==> src/rtl/receptor_pkg.sv <==
// receptor_pkg: lane count, lane state type and default receptor geometry
package receptor_pkg;
    localparam int NUM_LANES = 4;
    localparam logic [9:0] DEF_LANE_X0 = 10'd200;
    localparam logic [9:0] DEF_LANE_W = 10'd48;
    localparam logic [9:0] DEF_LANE_GAP = 10'd16;
    localparam logic [9:0] DEF_RECEPTOR_Y = 10'd400;
    localparam logic [9:0] DEF_RECEPTOR_H = 10'd48;
    typedef enum logic [1:0] {IDLE, FLASH, HOLD} lane_state_t;
    // Widened to 11 bits so edge sums past 1023 cannot wrap.
    function automatic logic [10:0] lane_left(input int i, input logic [9:0] x0, input logic [9:0] w, input logic [9:0] gap);
        return 11'(x0) + 11'(i) * (11'(w) + 11'(gap));
    endfunction
endpackage

==> src/rtl/receptor_lanes_if.sv <==
// receptor_lanes_if: key/frame/pixel inputs and receptor hit/press outputs
interface receptor_lanes_if;
    import receptor_pkg::*;
    logic frame_clk;
    logic [NUM_LANES-1:0] key_down;
    logic [9:0] DrawX;
    logic [9:0] DrawY;
    logic [NUM_LANES-1:0] is_receptor;
    logic is_receptor_background;
    logic [NUM_LANES-1:0] press_pulse;
    modport master (output frame_clk, key_down, DrawX, DrawY, input is_receptor, is_receptor_background, press_pulse);
    modport slave (input frame_clk, key_down, DrawX, DrawY, output is_receptor, is_receptor_background, press_pulse);
endinterface

==> src/rtl/lane_fsm.sv <==
// lane_fsm: per-lane IDLE/FLASH/HOLD machine timed in frame ticks
module lane_fsm import receptor_pkg::*; #(
    parameter int FLASH_FRAMES = 6
) (
    input  logic Clk,
    input  logic Reset_n,
    input  logic key,
    input  logic rise,
    input  logic frame_tick,
    output logic lit,
    output logic press
);
    localparam int CW = $clog2(FLASH_FRAMES + 1);
    localparam logic [CW-1:0] RELOAD = CW'(FLASH_FRAMES);
    lane_state_t state;
    logic [CW-1:0] cnt;
    always_ff @(posedge Clk) begin
        if (!Reset_n) begin
            state <= IDLE;
            cnt <= '0;
            press <= 1'b0;
        end else begin
            press <= 1'b0;
            case (state)
                IDLE: if (rise) begin
                    state <= FLASH;
                    cnt <= RELOAD;
                    press <= 1'b1;
                end
                // A re-press restarts the flash and swallows a coincident tick.
                FLASH: if (rise) begin
                    cnt <= RELOAD;
                    press <= 1'b1;
                end else if (frame_tick) begin
                    if (cnt == CW'(1)) begin
                        state <= key ? HOLD : IDLE;
                        cnt <= '0;
                    end else cnt <= cnt - 1'b1;
                end
                HOLD: if (!key) state <= IDLE;
                default: state <= IDLE;
            endcase
        end
    end
    assign lit = state != IDLE;
endmodule

==> src/rtl/receptor_lanes.sv <==
// receptor_lanes: frame-tick sync, key edge detect, four lane FSMs and registered pixel hits
module receptor_lanes import receptor_pkg::*; #(
    parameter logic [9:0] LANE_X0 = DEF_LANE_X0,
    parameter logic [9:0] LANE_W = DEF_LANE_W,
    parameter logic [9:0] LANE_GAP = DEF_LANE_GAP,
    parameter logic [9:0] RECEPTOR_Y = DEF_RECEPTOR_Y,
    parameter logic [9:0] RECEPTOR_H = DEF_RECEPTOR_H,
    parameter int FLASH_FRAMES = 6
) (
    input logic Clk,
    input logic Reset_n,
    receptor_lanes_if.slave bus
);
    localparam logic [10:0] STRIP_L = 11'(LANE_X0);
    localparam logic [10:0] STRIP_R = lane_left(NUM_LANES - 1, LANE_X0, LANE_W, LANE_GAP) + 11'(LANE_W);
    localparam logic [10:0] BOX_T = 11'(RECEPTOR_Y);
    localparam logic [10:0] BOX_B = 11'(RECEPTOR_Y) + 11'(RECEPTOR_H);
    logic [2:0] fsync;
    logic frame_tick;
    logic [NUM_LANES-1:0] key_hist, rise, lit, press, in_box;
    logic [10:0] x, y;
    logic in_y, in_strip;
    // fsync = {history, sync2, sync1}; all set on reset so a high frame_clk is not a tick.
    always_ff @(posedge Clk) begin
        if (!Reset_n) begin
            fsync <= 3'b111;
            key_hist <= '0;
            rise <= '0;
        end else begin
            fsync <= {fsync[1:0], bus.frame_clk};
            rise <= bus.key_down & ~key_hist;
            key_hist <= bus.key_down;
        end
    end
    assign frame_tick = fsync[1] & ~fsync[2];
    assign x = 11'(bus.DrawX);
    assign y = 11'(bus.DrawY);
    assign in_y = (y >= BOX_T) && (y < BOX_B);
    assign in_strip = (x >= STRIP_L) && (x < STRIP_R);
    for (genvar g = 0; g < NUM_LANES; g++) begin : g_lane
        localparam logic [10:0] LEFT = lane_left(g, LANE_X0, LANE_W, LANE_GAP);
        lane_fsm #(.FLASH_FRAMES(FLASH_FRAMES)) u_lane (
            .Clk(Clk),
            .Reset_n(Reset_n),
            .key(bus.key_down[g]),
            .rise(rise[g]),
            .frame_tick(frame_tick),
            .lit(lit[g]),
            .press(press[g])
        );
        assign in_box[g] = (x >= LEFT) && (x < LEFT + 11'(LANE_W)) && in_y;
    end
    always_ff @(posedge Clk) begin
        if (!Reset_n) begin
            bus.is_receptor <= '0;
            bus.is_receptor_background <= 1'b0;
        end else begin
            bus.is_receptor <= in_box & lit;
            bus.is_receptor_background <= in_strip;
        end
    end
    assign bus.press_pulse = press;
endmodule

==> src/flat_wrapper.sv <==
// flat-port wrapper written by rule: the top's interface ports become plain ports
module receptor_lanes_flat import receptor_pkg::*;
#(
    parameter logic [9:0] LANE_X0 = DEF_LANE_X0,
    parameter logic [9:0] LANE_W = DEF_LANE_W,
    parameter logic [9:0] LANE_GAP = DEF_LANE_GAP,
    parameter logic [9:0] RECEPTOR_Y = DEF_RECEPTOR_Y,
    parameter logic [9:0] RECEPTOR_H = DEF_RECEPTOR_H,
    parameter int FLASH_FRAMES = 6
)
  (Clk, Reset_n, bus_frame_clk, bus_key_down, bus_DrawX, bus_DrawY, bus_is_receptor, bus_is_receptor_background, bus_press_pulse);
  receptor_lanes_if bus_i ();
  input logic Clk;
  input logic Reset_n;
  input wire logic [$bits(bus_i.frame_clk)-1:0] bus_frame_clk;
  input wire logic [$bits(bus_i.key_down)-1:0] bus_key_down;
  input wire logic [$bits(bus_i.DrawX)-1:0] bus_DrawX;
  input wire logic [$bits(bus_i.DrawY)-1:0] bus_DrawY;
  output wire logic [$bits(bus_i.is_receptor)-1:0] bus_is_receptor;
  output wire logic [$bits(bus_i.is_receptor_background)-1:0] bus_is_receptor_background;
  output wire logic [$bits(bus_i.press_pulse)-1:0] bus_press_pulse;
  assign bus_i.frame_clk = bus_frame_clk;
  assign bus_i.key_down = bus_key_down;
  assign bus_i.DrawX = bus_DrawX;
  assign bus_i.DrawY = bus_DrawY;
  assign bus_is_receptor = bus_i.is_receptor;
  assign bus_is_receptor_background = bus_i.is_receptor_background;
  assign bus_press_pulse = bus_i.press_pulse;
  receptor_lanes #(.LANE_X0(LANE_X0), .LANE_W(LANE_W), .LANE_GAP(LANE_GAP), .RECEPTOR_Y(RECEPTOR_Y), .RECEPTOR_H(RECEPTOR_H), .FLASH_FRAMES(FLASH_FRAMES)) u_core (.Clk(Clk), .Reset_n(Reset_n), .bus(bus_i));
endmodule
==> config.mk <==
export PLATFORM = sky130hd
export DESIGN_NAME = receptor_lanes_flat
export DESIGN_NICKNAME = d
export VERILOG_FILES = /design/src/rtl/receptor_pkg.sv /design/src/rtl/receptor_lanes_if.sv /design/src/rtl/lane_fsm.sv /design/src/rtl/receptor_lanes.sv /design/src/flat_wrapper.sv
export SDC_FILE = /design/constraint.sdc
export NUM_CORES = 1
export LEC_CHECK = 0
export CELL_PAD_IN_SITES_DETAIL_PLACEMENT = 0
export CELL_PAD_IN_SITES_GLOBAL_PLACEMENT = 1
export CORE_ASPECT_RATIO = 0.7
export CORE_MARGIN = 1.5
export CORE_UTILIZATION = 37
export DETAILED_ROUTE_END_ITERATION = 16
export HOLD_SLACK_MARGIN = 0.02
export PLACE_DENSITY_LB_ADDON = 0.1
export RECOVER_POWER = 50
export SYNTH_ARGS = -nofsm -noshare
export SYNTH_HDL_FRONTEND = slang
export SYNTH_SLANG_ARGS = --single-unit
==> constraint.sdc <==
create_clock -name Clk -period 2.1 [get_ports Clk]
set_input_delay 0.42 -clock Clk [delete_from_list [all_inputs] [get_ports Clk]]
set_output_delay 0.42 -clock Clk [all_outputs]
set_load 0.01 [all_outputs]
# After elaboration in Yosys (flattened, before gate mapping)
# Cells that the tools add are included.
# Widths: inputs -> output; s select.
# op_classes
add_sub_neg,4
order_cmp,10
eq_ne,36
n_mux,52
n_bitwise,5
reduce_logical,38
# ops
cell,n
$mux 2,24
$mux 3,16
$ge 10x9->1 const B,4
$lt 10x9->1 const B,4
$ne 2x2->1 const B,12
$pmux 2 s3,4
$pmux 3 s2,4
$reduce_and 5->1,4
$ne 2x1->1 const B,8
$reduce_bool 2->1,8
$eq 3x1->1 const B,4
$ne 3x1->1 const B,4
$reduce_and 3->1,4
$sub 3x1->3 const B,4
$ge 10x8->1 const B,1
$logic_and 1x1->1,10
$lt 10x8->1 const B,1
$and 4x4->4,2
$eq 2x1->1 const B,4
$eq 2x2->1 const B,4
$logic_not 2->1,4
$reduce_and 2->1,4
$reduce_or 2->1,4
$mux 1,4
other kinds (3),3
# word_totals
register_bits,40
in_bits,27
output_inout_bits,9
wordCells,162

# Logic depth before layout (Yosys ltp)
# logic_depth
depth_word,5
depth_mapped,6
depth_no_buf,6

# By module
# From an unflattened synthesis, not the netlist that was laid out.
# hier_totals
hier_cells,180
hier_area_um2,1679.1
# by_module_without_submodules
mod,instances,cells_per_inst,area_per_inst_um2
lane_fsm,4,33,284.0
receptor_lanes,1,48,543.0

# Least setup slack after synthesis
# Ideal clock, no wire load.
# synth_timing
kind,input -> register
startpoint,in bus_DrawY[6]
endpoint,reg u_core.bus.is_receptor[1]
arrival_ns,1.787
required_time_ns,2.027
slack_ns,0.240
stages,4
path_cell_list,nand4bb_1 > or4_4 > or4b_4 > nor3_2
# synth_via
elab_chain_cells,4
word_cells_on_any_way,5
cone_classes,order compare (2); bitwise (1); reduce/logical (2)
# synth_lines
item,line,rtl
start: declaration,flat_wrapper.sv:18,input wire logic [$bits(bus_i.DrawY)-1:0] bus_DrawY;
$ge 10x9->1 or $lt 10x9->1 (tied branches),receptor_lanes.sv:38,assign in_y = (y >= BOX_T) && (y < BOX_B);
$logic_and 1x1->1 (*),receptor_lanes.sv:38,
$logic_and 1x1->1 (*),receptor_lanes.sv:51,assign in_box[g] = (x >= LEFT) && (x < LEFT + 11'(LANE_W)) && in_y;
$and 4x4->4 (*),receptor_lanes.sv:58,bus.is_receptor <= in_box & lit;
end signal: assignment,receptor_lanes.sv:58,
end: declaration,receptor_lanes_if.sv:12,"modport slave (input frame_clk, key_down, DrawX, DrawY, output is_receptor, is_receptor_background, press_puls ..."
# Mark *: on every way between the ends. The rest lies on a longest branch, timed or not.
# A chain may end at the register's enable or synchronous reset.

# Worst setup path in the final report
# Same ends and word-level chain as after synthesis.

==> flow_summary.ini <==
[clock_tree]
clk_path_buf_depth = 2
numCtsBuffers = 5
cts_hold_buf = 0
htree_levels = 2
cts_tree = done
clkSlewWorstSetupHoldPaths_ns = 0.07
postCtsResizedCells = 0
clock_latency_ns = 0.29
root_buffer = clkbuf_8
clock_sinks = 40
cts_setup_buffers = 0

[global_route]
antenna_found_initial = 0
grt_max_degree = 19
grt_pass1_vias = 1323
overflow = 0
grt.total_usage = 0.149
grt_first_pass_wirelength_um = 5750

[die]
chipWidth_um = 83.9
num_rows = 20
die_area_sq_um = 5000
core-area_sq_um = 4380
fp.dieH_um = 59.6
start_util = 0.387
pin_count = 36

[power]
powerDensity_nw_per_um2 = 683
cellInternalPower_uw = 1100
leakagePower_uw = 0.000838
p_sw_uw = 346
clkPwrFrac = 0.330
peakVddDrop_mv = 0.386
sw_frac_of_total = 0.239
seqPwrFrac = 0.560
power_frac_comb = 0.110

[synthesis]
synth_nets = 222
ys_ff_latch = 40
ys.flop_type = dfxtp_1
synth_compound_area_frac = 0.126
synth_top_area_frac = 0.473
synth_mux_area_frac = 0.0185
synth-edff-count = 0
synth-adder-area-share = 0.0591
synthCells = 187
ys_seq_area_frac = 0.473
synth_xor_area_frac = 0
synth.top_cells.by_area = dfxtp_1 47%, ha_1 5.9%, a21oi_1 4.4%, inv_1 4.0%, nor2_1 3.5%
synth-simple-area-share = 0.258
synth_cell_types = 35
syn_area_per_cell_sq_um = 9.06
synth_top_family_by_area = simple AND/OR/NAND/NOR gates
synth_top_cell_by_area = dfxtp_1
synth_area_sq_um = 1690
ys_warn_count = 0
ys_async_sr_fraction = 0

[final_layout]
final_core_util = 0.484
antenna-diode-count = 0
multi_input_area_sq_um = 781
nFillCells = 432
final_cell_area_sq_um = 2120
register_area_sq_um = 801
drive_above_1_share = 0.0814
area_growth_pct = 25.2
final_nets = 256

[sta]
setup-violations-final = 0
post-route-min-period_ns = 1.99
fmax_mhz = 503
clock_skew_ns = 0.00376
relSlewSlack = 0.549
finalHoldViolations = 0
rsz0062_at_grt = false
setup_tns_ns = 0
fin_crit_sh = 0.946
worstMarginPinSlew_ns = 0.676
slew_violations = 0

[routing]
drt-vias-per-instance = 4.94
drt_iter0_drc = 43
wl_um = 3420
avgRoutedWirePerCell_um = 12.4
drc = 0
firstDrtPassIters = 4
final_antenna_net_count = 0
route.vias.total = 1364

[run_status]
status = finished clean

[worst_setup_path]
path_max_fanout = 2
worstPathArrival_ns = 2.21
worstPathCellList = clkdlybuf4s50_1, nand4bb_1, or4_4, or4b_4, nor3_2
crit_required_ns = 2.32
slowest_stage = or4_4
slowest_delay_ns = 0.54
cp-start-kind = input pin
crit_buf_inv = 1
cp-end-kind = flop
critPathKind = in -> reg
crit_family = simple AND/OR/NAND/NOR gates

[placement]
gp_congestion = 0.735
dp.final_hpwl_um = 2610
place_area_sq_um = 2050
io_buffer_count = 28

[worst_hold_path]
hold_class = reg -> reg

[flow_run]
maxCapViolations = 0
logic make-up after synthesis:
group	count (synthesis)
flip-flops	40
adder cells (fa/ha/maj)	8
AO/OA/AOI/OAI	34
multiplexers	3
AND/OR/NAND/NOR	76
buffers and inverters	26
flip-flops by register name, summed over array words and instances (netlist names):
register	count
u_core.rise	4
u_core.g_lane.u_lane.state	8
u_core.g_lane.u_lane.press	4
u_core.bus.is_receptor	4
u_core.bus.is_receptor_background	1
u_core.fsync	3
u_core.key_hist	4
u_core.g_lane.u_lane.cnt	12
power groups by stage:
stage	clock [uW]	combinational, uW	sequential, uW
2_1_floorplan	0	93.0	823
3_3_place_gp	0	156	827
3_5_place_dp	0	162	829
4_1_cts	493	163	812
5_1_grt	521	180	816
6_report	478	159	812
cell usage after synthesis (3+ instances only):
library cell  count
nor2_1           16
buf_4             4
o21ai_0           5
ha_1              8
dfxtp_1          40
nand2_1          15
nand3b_1          6
inv_1            18
nor3_1            8
o21bai_1          3
clkbuf_1          3
nor3b_1           7
a21oi_1          15
nand2b_1          8
nor2b_1           3
final cells by class:
class | count | area share
sequential | 40 | 0.378
multi-input combinational | 121 | 0.368
timing repair buffer | 34 | 0.152
clock buffer | 6 | 0.0342
inverter | 19 | 0.0336
tap | 55 | 0.0324
clock inverter | 1 | 0.00236
through the flow:
stage | power (uW) | std cells | hold WS (ns) | setup slack [ns]
2_1_floorplan | 916 | 187 | 0.368 | 0.240
3_3_place_gp | 983 | 269 | 0.370 | -0.193
3_5_place_dp | 991 | 269 | 0.376 | -0.199
4_1_cts | 1470 | 276 | 0.387 | 0.108
5_1_grt | 1520 | 276 | 0.414 | 0.0483
6_report | 1450 | 276 | 0.387 | 0.113
metal layers:
layer	GRT usage	vias to the layer above	routed length [um]
met5	0	-	0
met1	0.174	633	1630
met2	0.256	19	1600
li1	-	705	-
met4	0.0656	0	52
met3	0.0487	7	142
cells in the final DEF, fill, tap and decap left out, types with 2 or more instances in the layout:
| cell | netlist | routed |
|---|---|---|
| a211oi_1 | 2 | 2 |
| a21o_1 | 2 | 2 |
| a21oi_1 | 15 | 15 |
| a311oi_1 | 2 | 2 |
| a31o_2 | 2 | 2 |
| a32oi_1 | 2 | 2 |
| and3b_1 | 2 | 2 |
| buf_4 | 4 | 5 |
| clkbuf_1 | 3 | 2 |
| clkbuf_8 | 0 | 5 |
| clkdlybuf4s50_1 | 0 | 26 |
| dfxtp_1 | 40 | 40 |
| dlygate4sd3_1 | 0 | 2 |
| ha_1 | 8 | 8 |
| inv_1 | 18 | 18 |
| mux2i_1 | 2 | 2 |
| nand2_1 | 15 | 15 |
| nand2b_1 | 8 | 8 |
| nand3b_1 | 6 | 6 |
| nor2_1 | 16 | 16 |
| nor2b_1 | 3 | 3 |
| nor3_1 | 8 | 8 |
| nor3b_1 | 7 | 7 |
| o21ai_0 | 5 | 5 |
| o21bai_1 | 3 | 3 |
| or3_1 | 2 | 2 |
worst register-to-register path, stage by stage, from the launching register on:
cell and delay (ns):
dfxtp_1 0.41, nor3b_1 0.45, o21ai_0 0.17, a31o_2 0.27
path summary, 6_finish.rpt:
path / start / endpoint / slack [ns] / cells after the start
setup / recovery: bus_DrawY[6] / u_core.bus.is_receptor[1] / 0.11 / 5
hold / removal: u_core.key_hist[2] / u_core.rise[2] / 0.39 / 1
setup reg to reg: u_core.g_lane[1].u_lane.state[0] / u_core.g_lane[1].u_lane.cnt[2] / 0.70 / 3
hold reg to reg: u_core.key_hist[2] / u_core.rise[2] / 0.39 / 1
No activity file was read; power rests on OpenSTA's default activity.
